<file path="config.mk">
export PLATFORM = sky130hd
export DESIGN_NAME = modem_axi_master
export DESIGN_NICKNAME = d
export VERILOG_FILES = /design/src/rtl/modem_axi_master.sv
export SDC_FILE = /design/constraint.sdc
export NUM_CORES = 1
export LEC_CHECK = 0
export BUFFER_PORTS_ARGS = -buffer_cell sky130_fd_sc_hd__buf_2
export CORE_ASPECT_RATIO = 0.75
export CORE_MARGIN = 1.5
export CORE_UTILIZATION = 51
export DETAILED_ROUTE_END_ITERATION = 12
export HOLD_SLACK_MARGIN = 0.03
export PLACE_DENSITY_LB_ADDON = 0.15
export RECOVER_POWER = 100
export SETUP_SLACK_MARGIN = 0.2
export SYNTH_ARGS = -nofsm -noshare
export SYNTH_HDL_FRONTEND = slang
export SYNTH_SLANG_ARGS = --single-unit
</file>
<file path="constraint.sdc">
create_clock -name M_AXI_ACLK -period 2.9 [get_ports M_AXI_ACLK]
set_input_delay 0.145 -clock M_AXI_ACLK [delete_from_list [all_inputs] [get_ports M_AXI_ACLK]]
set_output_delay 0.145 -clock M_AXI_ACLK [all_outputs]
set_load 0.05 [all_outputs]
</file>
<file path="src/rtl/modem_axi_master.sv">
// AXI4-Lite single-beat master: turns a command/response handshake into one AXI read or write
// at a time, with a per-transaction watchdog that aborts transactions to slaves that hang.
module modem_axi_master #(
    parameter int C_M_AXI_DATA_WIDTH = 32,
    parameter int C_M_AXI_ADDR_WIDTH = 13,
    parameter int C_TIMEOUT          = 1024
) (
    input  logic                            M_AXI_ACLK,
    input  logic                            M_AXI_ARESETN,
    input  logic                            cmd_valid_i,
    output logic                            cmd_ready_o,
    input  logic                            cmd_write_i,
    input  logic [C_M_AXI_ADDR_WIDTH-1:0]   cmd_addr_i,
    input  logic [C_M_AXI_DATA_WIDTH-1:0]   cmd_wdata_i,
    input  logic [C_M_AXI_DATA_WIDTH/8-1:0] cmd_wstrb_i,
    output logic                            rsp_valid_o,
    output logic [C_M_AXI_DATA_WIDTH-1:0]   rsp_rdata_o,
    output logic [1:0]                      rsp_resp_o,
    output logic                            rsp_timeout_o,
    output logic                            busy_o,
    output logic [C_M_AXI_ADDR_WIDTH-1:0]   M_AXI_AWADDR,
    output logic [2:0]                      M_AXI_AWPROT,
    output logic                            M_AXI_AWVALID,
    input  logic                            M_AXI_AWREADY,
    output logic [C_M_AXI_DATA_WIDTH-1:0]   M_AXI_WDATA,
    output logic [C_M_AXI_DATA_WIDTH/8-1:0] M_AXI_WSTRB,
    output logic                            M_AXI_WVALID,
    input  logic                            M_AXI_WREADY,
    input  logic [1:0]                      M_AXI_BRESP,
    input  logic                            M_AXI_BVALID,
    output logic                            M_AXI_BREADY,
    output logic [C_M_AXI_ADDR_WIDTH-1:0]   M_AXI_ARADDR,
    output logic [2:0]                      M_AXI_ARPROT,
    output logic                            M_AXI_ARVALID,
    input  logic                            M_AXI_ARREADY,
    input  logic [C_M_AXI_DATA_WIDTH-1:0]   M_AXI_RDATA,
    input  logic [1:0]                      M_AXI_RRESP,
    input  logic                            M_AXI_RVALID,
    output logic                            M_AXI_RREADY
);

    typedef enum logic [2:0] {IDLE, WADDR, WRESP, RADDR, RDATA} state_e;

    localparam logic [15:0] TIMEOUT_CNT = 16'(C_TIMEOUT);
    localparam int          SW          = C_M_AXI_DATA_WIDTH / 8;

    state_e                          state_q, state_d;
    logic [C_M_AXI_ADDR_WIDTH-1:0]   addr_q, addr_d;
    logic [C_M_AXI_DATA_WIDTH-1:0]   wdata_q, wdata_d;
    logic [SW-1:0]                   wstrb_q, wstrb_d;
    logic                            awvalid_q, awvalid_d;
    logic                            wvalid_q, wvalid_d;
    logic                            arvalid_q, arvalid_d;
    logic                            bready_q, bready_d;
    logic                            rready_q, rready_d;
    logic [15:0]                     count_q, count_d;
    logic                            rsp_valid_q, rsp_valid_d;
    logic                            rsp_timeout_q, rsp_timeout_d;
    logic [C_M_AXI_DATA_WIDTH-1:0]   rsp_rdata_q, rsp_rdata_d;
    logic [1:0]                      rsp_resp_q, rsp_resp_d;
    logic                            complete;

    always_comb begin
        // NOTE: every signal gets a default first so no path through the case infers a latch.
        state_d       = state_q;
        addr_d        = addr_q;
        wdata_d       = wdata_q;
        wstrb_d       = wstrb_q;
        awvalid_d     = awvalid_q;
        wvalid_d      = wvalid_q;
        count_d       = count_q + 16'd1;
        rsp_valid_d   = 1'b0;
        rsp_timeout_d = 1'b0;
        rsp_rdata_d   = rsp_rdata_q;
        rsp_resp_d    = rsp_resp_q;
        complete      = 1'b0;

        case (state_q)
            IDLE: begin
                count_d = '0;
                if (cmd_valid_i) begin
                    addr_d    = cmd_addr_i;
                    wdata_d   = cmd_wdata_i;
                    wstrb_d   = cmd_wstrb_i;
                    awvalid_d = cmd_write_i;
                    wvalid_d  = cmd_write_i;
                    state_d   = cmd_write_i ? WADDR : RADDR;
                end
            end
            WADDR: begin
                // A low VALID here doubles as the "channel done" flag for AW and W.
                awvalid_d = awvalid_q & ~M_AXI_AWREADY;
                wvalid_d  = wvalid_q & ~M_AXI_WREADY;
                if (!awvalid_d && !wvalid_d) state_d = WRESP;
            end
            WRESP: begin
                if (M_AXI_BVALID) begin
                    complete    = 1'b1;
                    state_d     = IDLE;
                    rsp_valid_d = 1'b1;
                    rsp_rdata_d = '0;
                    rsp_resp_d  = M_AXI_BRESP;
                end
            end
            RADDR: begin
                if (M_AXI_ARREADY) state_d = RDATA;
            end
            RDATA: begin
                if (M_AXI_RVALID) begin
                    complete    = 1'b1;
                    state_d     = IDLE;
                    rsp_valid_d = 1'b1;
                    rsp_rdata_d = M_AXI_RDATA;
                    rsp_resp_d  = M_AXI_RRESP;
                end
            end
            default: state_d = IDLE;
        endcase

        // A completing B/R handshake in the deadline cycle still wins over the abort.
        if (state_q != IDLE && count_q == TIMEOUT_CNT && !complete) begin
            state_d       = IDLE;
            awvalid_d     = 1'b0;
            wvalid_d      = 1'b0;
            rsp_valid_d   = 1'b1;
            rsp_timeout_d = 1'b1;
            rsp_rdata_d   = '0;
            rsp_resp_d    = 2'b10;
        end

        arvalid_d = (state_d == RADDR);
        bready_d  = (state_d == WRESP);
        rready_d  = (state_d == RDATA);
    end

    // NOTE: sequential state uses non-blocking assignments only, so all flops update together.
    always_ff @(posedge M_AXI_ACLK or negedge M_AXI_ARESETN) begin
        if (!M_AXI_ARESETN) begin
            state_q       <= IDLE;
            addr_q        <= '0;
            wdata_q       <= '0;
            wstrb_q       <= '0;
            awvalid_q     <= 1'b0;
            wvalid_q      <= 1'b0;
            arvalid_q     <= 1'b0;
            bready_q      <= 1'b0;
            rready_q      <= 1'b0;
            count_q       <= '0;
            rsp_valid_q   <= 1'b0;
            rsp_timeout_q <= 1'b0;
            rsp_rdata_q   <= '0;
            rsp_resp_q    <= '0;
        end else begin
            state_q       <= state_d;
            addr_q        <= addr_d;
            wdata_q       <= wdata_d;
            wstrb_q       <= wstrb_d;
            awvalid_q     <= awvalid_d;
            wvalid_q      <= wvalid_d;
            arvalid_q     <= arvalid_d;
            bready_q      <= bready_d;
            rready_q      <= rready_d;
            count_q       <= count_d;
            rsp_valid_q   <= rsp_valid_d;
            rsp_timeout_q <= rsp_timeout_d;
            rsp_rdata_q   <= rsp_rdata_d;
            rsp_resp_q    <= rsp_resp_d;
        end
    end

    assign cmd_ready_o   = (state_q == IDLE);
    assign busy_o        = (state_q != IDLE);
    assign rsp_valid_o   = rsp_valid_q;
    assign rsp_timeout_o = rsp_timeout_q;
    assign rsp_rdata_o   = rsp_rdata_q;
    assign rsp_resp_o    = rsp_resp_q;

    assign M_AXI_AWADDR  = addr_q;
    assign M_AXI_AWPROT  = 3'b000;
    assign M_AXI_AWVALID = awvalid_q;
    assign M_AXI_WDATA   = wdata_q;
    assign M_AXI_WSTRB   = wstrb_q;
    assign M_AXI_WVALID  = wvalid_q;
    assign M_AXI_BREADY  = bready_q;
    assign M_AXI_ARADDR  = addr_q;
    assign M_AXI_ARPROT  = 3'b000;
    assign M_AXI_ARVALID = arvalid_q;
    assign M_AXI_RREADY  = rready_q;

endmodule

</file>
==> results by stage <==
Outcome:
- The flow ran to the end, and the final reports show no timing, DRC or antenna violations.

Die:
- The width of the die is 115.7 um.
- From bottom edge to top edge, the die measures 87.54 um.
- The total die area is 10130 um2.
- The top-level port count is 205.
- The initialized floorplan defines 30 standard-cell rows.
- The starting density of the core is 0.5306.
- The area of the placeable core is 9159 um2.

Yosys:
- Of the total synthesized cell area, the portion taken by full adders, half adders and majority gates is 0.005149.
- The warning count from the yosys run is 0.
- Of the total synthesized cell area, the portion taken by AND, OR, NAND and NOR gates is 0.1138.
- The dominant combinational cell family by area after synthesis is multiplexers.
- Each instance of the synthesized netlist takes up on average 12.79 um2.
- The share of the synthesized netlist area taken by xor and xnor gates is 0.01982.
- Synthesis produced 380 cells.
- The number of enable flip-flop cells after synthesis is 0.
- Of all flip-flops after synthesis, the portion carrying an async set or reset was 1.000.
- The cell area after synthesis is 4860 um2.
- Among all flip-flop cells after synthesis, the most frequent one is sky130_fd_sc_hd__dfrtp_1.
- The share of the synthesized area in compound gates (AO/OA/AOI/OAI) came to 0.07286.
- Counting flops and latches in the post-synthesis netlist gives 109.
- The count of different cell masters after synthesis is 46.
- The sequential element share of the synthesized area is 0.5613.
- The proportion of synthesized area in mux cells is 0.1576.

Layout:
- The share of layout cells above drive strength 1 is 0.2057.
- The area added between synthesis and finish is 23.94%.
- The layout net count is 684.
- After routing the design area is 6023 um2.

Clock tree:
- The total clock buffers created by CTS is 9.
- Clock-pin slew was measured on the worst setup and hold paths at 0.07 ns.
- The maximum clock insertion buffer count is 2.
- Gates resized during post-CTS repair numbered 0.
- TritonCTS built the clock tree.
- CTS placed an instance of sky130_fd_sc_hd__clkbuf_16 at the clock tree root.
- The count of H-tree levels built during CTS is 3.
- The clock sink total is 109.
- The clock insertion delay at the later pin of the skew report is 0.34 ns.

Setup path:
- The slowest stage cell on the critical path is sky130_fd_sc_hd__clkbuf_1.
- The worst setup path is launched from a register.
- STA classifies the critical path endpoint as a register.
- The worst reg-to-reg setup slack is 0.50 ns.
- By startpoint and endpoint, the worst setup path is classified as reg -> reg.
- In this run the critical register-to-register path is captured at rsp_rdata_o[31]$_DFFE_PN0P_.
- The signal on the critical path passes through inv_1 > ha_1 > nor3b_1 > and3_1 > and3_1 > clkbuf_1 > nor2_1.
- In this design, the critical path's most frequently occurring cell is sky130_fd_sc_hd__and3_1.
- Along the worst path, the maximum fanout reaches 17.
- The number of buffer and inverter stages on the critical path is 2.
- The arrival time at the worst endpoint is 2.60 ns.
- The worst register-to-register path begins at count_q[0]$_DFF_PN0_.
- The data required time of the critical path is 3.10 ns.
- The largest single stage delay on the critical path is 0.61 ns.
- The cell family contributing the most delay on the critical path is simple AND/OR/NAND/NOR gates.
- The worst reg2reg path depth is 7.

Placement:
- Buffers placed on the I/O ports in this run total 198.
- The detailed-placement wirelength estimate is 7.859 mm.
- The placement-stage cell area is 5786 um2.
- The worst setup slack before clock tree synthesis is 0.6405 ns.
- Routability-driven placement finished with a final weighted congestion of 0.7720.

Power and ir drop:
- In this run the static leakage power is 2.792 nW.
- The worst-case IR drop observed on VDD is 0.7096 mV.
- The total power divided by cell area is 1329 nW/um2.

Route:
- The via count is 3669.
- The wire length reported by the detailed router is 11.86 mm.
- After detailed routing, the number of remaining DRC violations is 0.
- In this run the remaining antenna-violating nets after routing total 0.
- After detailed routing, the number of vias per cell comes to 5.082.
- For this block, the initial DRC count from the detailed router was 216.
- For this run, the detailed router's first-pass iteration total came to 4.
- The average wire length per cell after detail routing is 16.42 um.

Global routing:
- The global-route total usage across every layer is 0.2382.
- The overflow left after global routing is 0.
- The largest net degree at the start of global routing is 59.
- The via count of the first global-routing pass is 3670.
- The initial antenna violation count is 1.
- The first global-routing pass estimated 18.58 mm of wire.

Timing:
- The actual transition at the worst max-transition pin is 1.415 ns.
- The worst-case clock skew is 0.007739 ns.
- Headroom to the max-slew limit came out at 0.05645.
- The number of failing hold endpoints at the final stage came to 0.
- Setup repair after global routing left no endpoint under its margin.
- Of the available clock period, the critical path in the final layout requires 0.8291.
- The number of pins exceeding their max-slew limit in the final report was 0.
- The maximum achievable frequency is 415.9 MHz.
- The final count of negative-setup-slack endpoints is 0.
- The final worst-path setup slack is 0.4956 ns.
- The accumulated negative setup slack is 0 ns.
- The clock period minus worst slack is 2.404 ns.

Worst hold path:
- The tightest min-delay check is of the in -> reg type.
- The worst min-delay path endpoint is M_AXI_ARADDR[6]$_DFFE_PN0P_.
- Along the worst hold path, the cell count comes to 2.
- In this run the most critical hold path is launched from cmd_addr_i[6].

Job:
- Max-cap violations in this run came to 0.
[synth_stat cells, types with 2 or more instances]
cell                       count  share of area
sky130_fd_sc_hd__a21oi_1       7         0.0072
sky130_fd_sc_hd__a22oi_1      32          0.049
sky130_fd_sc_hd__and2_1        2         0.0026
sky130_fd_sc_hd__and3_1        2         0.0026
sky130_fd_sc_hd__and4_1        2         0.0036
sky130_fd_sc_hd__and4bb_2      2         0.0051
sky130_fd_sc_hd__buf_2         5         0.0051
sky130_fd_sc_hd__buf_4        20          0.031
sky130_fd_sc_hd__buf_6         9          0.021
sky130_fd_sc_hd__clkbuf_1      7         0.0054
sky130_fd_sc_hd__dfrtp_1     109           0.56
sky130_fd_sc_hd__ha_1          2         0.0051
sky130_fd_sc_hd__inv_1         6         0.0046
sky130_fd_sc_hd__mux2_4       49           0.15
sky130_fd_sc_hd__mux2i_1       3         0.0062
sky130_fd_sc_hd__nand2_1      10         0.0077
sky130_fd_sc_hd__nand2b_1      2         0.0026
sky130_fd_sc_hd__nand3_1       6         0.0062
sky130_fd_sc_hd__nand4_1       5         0.0064
sky130_fd_sc_hd__nor2_1       50          0.039
sky130_fd_sc_hd__nor2b_1       3         0.0039
sky130_fd_sc_hd__nor3_1        3         0.0031
sky130_fd_sc_hd__nor3b_1       2         0.0031
sky130_fd_sc_hd__nor4_1        7         0.0090
sky130_fd_sc_hd__o21ai_0       3         0.0031
sky130_fd_sc_hd__or2_2         2         0.0026
sky130_fd_sc_hd__or3_1         2         0.0026
sky130_fd_sc_hd__xnor2_1       6          0.011
sky130_fd_sc_hd__xor2_1        5         0.0090
[layout make-up]
type / count / area (um2)
clock buffer: 10 / 239.0
fill: 832 / 3136
tap: 128 / 160.2
timing repair buffer: 234 / 1192
clock inverter: 6 / 46.29
sequential: 109 / 2728
antenna: 1 / 2.502
inverter: 7 / 26.28
multi-input combinational: 227 / 1629
[flip-flops by register name, indices dropped and copies added (netlist names)]
signal and count:
M_AXI_ARADDR 13, M_AXI_WVALID 1, count_q 16, M_AXI_RREADY 1, rsp_rdata_o 32, M_AXI_BREADY 1, rsp_timeout_o 1, rsp_valid_o 1
rsp_resp_o 2, M_AXI_AWVALID 1, state_q 3, M_AXI_WSTRB 4, M_AXI_ARVALID 1, M_AXI_WDATA 32
[metrics by stage]
| stage | util | instances | hold WS (ns) | total power [W] |
|---|---|---|---|---|
| floorplan | - | 385 | -0.1506 | 0.006502 |
| global placement | 0.6317 | 675 | 0.2556 | 0.007321 |
| detailed placement | 0.6317 | 675 | 0.2628 | 0.007409 |
| CTS | 0.6924 | 718 | 0.03007 | 0.008632 |
| global route | 0.6577 | 722 | 0.01647 | 0.008407 |
| finish | 0.6577 | 722 | 0.02298 | 0.008006 |
[logic make-up (layout without fill, tap and decap cells)]
group | Yosys count | in the layout
buf+inv | 49 | 257
simple gates | 106 | 106
compound gates | 50 | 50
mux | 52 | 52
other cells | 1 | 7
xor+xnor | 11 | 11
flops | 109 | 109
fa+ha+maj | 2 | 2
[per-layer routing]
| layer | wire, um | vias up | track usage |
|---|---|---|---|
| li1 | - | 1717 | - |
| met1 | 4957 | 1801 | 0.3033 |
| met2 | 5786 | 139 | 0.3964 |
| met3 | 969 | 12 | 0.08028 |
| met4 | 143 | 0 | 0.06208 |
| met5 | 0 | - | 0 |
[cell usage in the layout, fill, tap and decap left out, types with 3 or more instances in the layout]
| master | synthesis | layout |
|---|---|---|
| sky130_fd_sc_hd__dfrtp_1 | 109 | 109 |
| sky130_fd_sc_hd__clkbuf_1 | 7 | 107 |
| sky130_fd_sc_hd__buf_2 | 5 | 93 |
| sky130_fd_sc_hd__nor2_1 | 50 | 50 |
| sky130_fd_sc_hd__mux2_1 | 0 | 48 |
| sky130_fd_sc_hd__a22oi_1 | 32 | 32 |
| sky130_fd_sc_hd__dlygate4sd3_1 | 0 | 30 |
| sky130_fd_sc_hd__nand2_1 | 10 | 10 |
| sky130_fd_sc_hd__clkbuf_16 | 0 | 9 |
| sky130_fd_sc_hd__nor4_1 | 7 | 7 |
| sky130_fd_sc_hd__a21oi_1 | 7 | 7 |
| sky130_fd_sc_hd__inv_1 | 6 | 6 |
| sky130_fd_sc_hd__nand3_1 | 6 | 6 |
| sky130_fd_sc_hd__xnor2_1 | 6 | 6 |
| sky130_fd_sc_hd__conb_1 | 1 | 6 |
| sky130_fd_sc_hd__nand4_1 | 5 | 5 |
| sky130_fd_sc_hd__xor2_1 | 5 | 5 |
| sky130_fd_sc_hd__nor3_1 | 3 | 4 |
| sky130_fd_sc_hd__o21ai_0 | 3 | 3 |
| sky130_fd_sc_hd__mux2i_1 | 3 | 3 |
| sky130_fd_sc_hd__nor2b_1 | 3 | 3 |
[power breakdown]
part / internal (W) / switching [W] / total (W) / leakage (nW)
Sequential: 0.00214 / 0.000427 / 0.00257 / 1.39
Clock: 0.000613 / 0.000563 / 0.00118 / 0.135
Combinational: 0.000866 / 0.00340 / 0.00426 / 1.26
[worst max-delay path by stage]
stage,start,to,slack (ns),depth (start not counted)
final,count_q[0]$_DFF_PN0_,rsp_rdata_o[31]$_DFFE_PN0P_,0.50,7
after global routing,count_q[0]$_DFF_PN0_,rsp_rdata_o[7]$_DFFE_PN0P_,0.28,7
after CTS,state_q[0]$_DFF_PN0_,M_AXI_BREADY$_DFF_PN0_,0.62,4
after detailed placement,state_q[0]$_DFF_PN0_,M_AXI_BREADY$_DFF_PN0_,0.64,4
after global placement,state_q[0]$_DFF_PN0_,M_AXI_ARVALID$_DFF_PN0_,0.75,4
after floorplan,state_q[1]$_DFF_PN0_,rsp_resp_o[1]$_DFFE_PN0P_,1.06,7
[timing repair]
item,CTS,global route
endpoints found under the hold margin,83,3
hold buffers,27,3
setup buffers,0,0
Note: power is estimated with default switching activity, not from simulation.
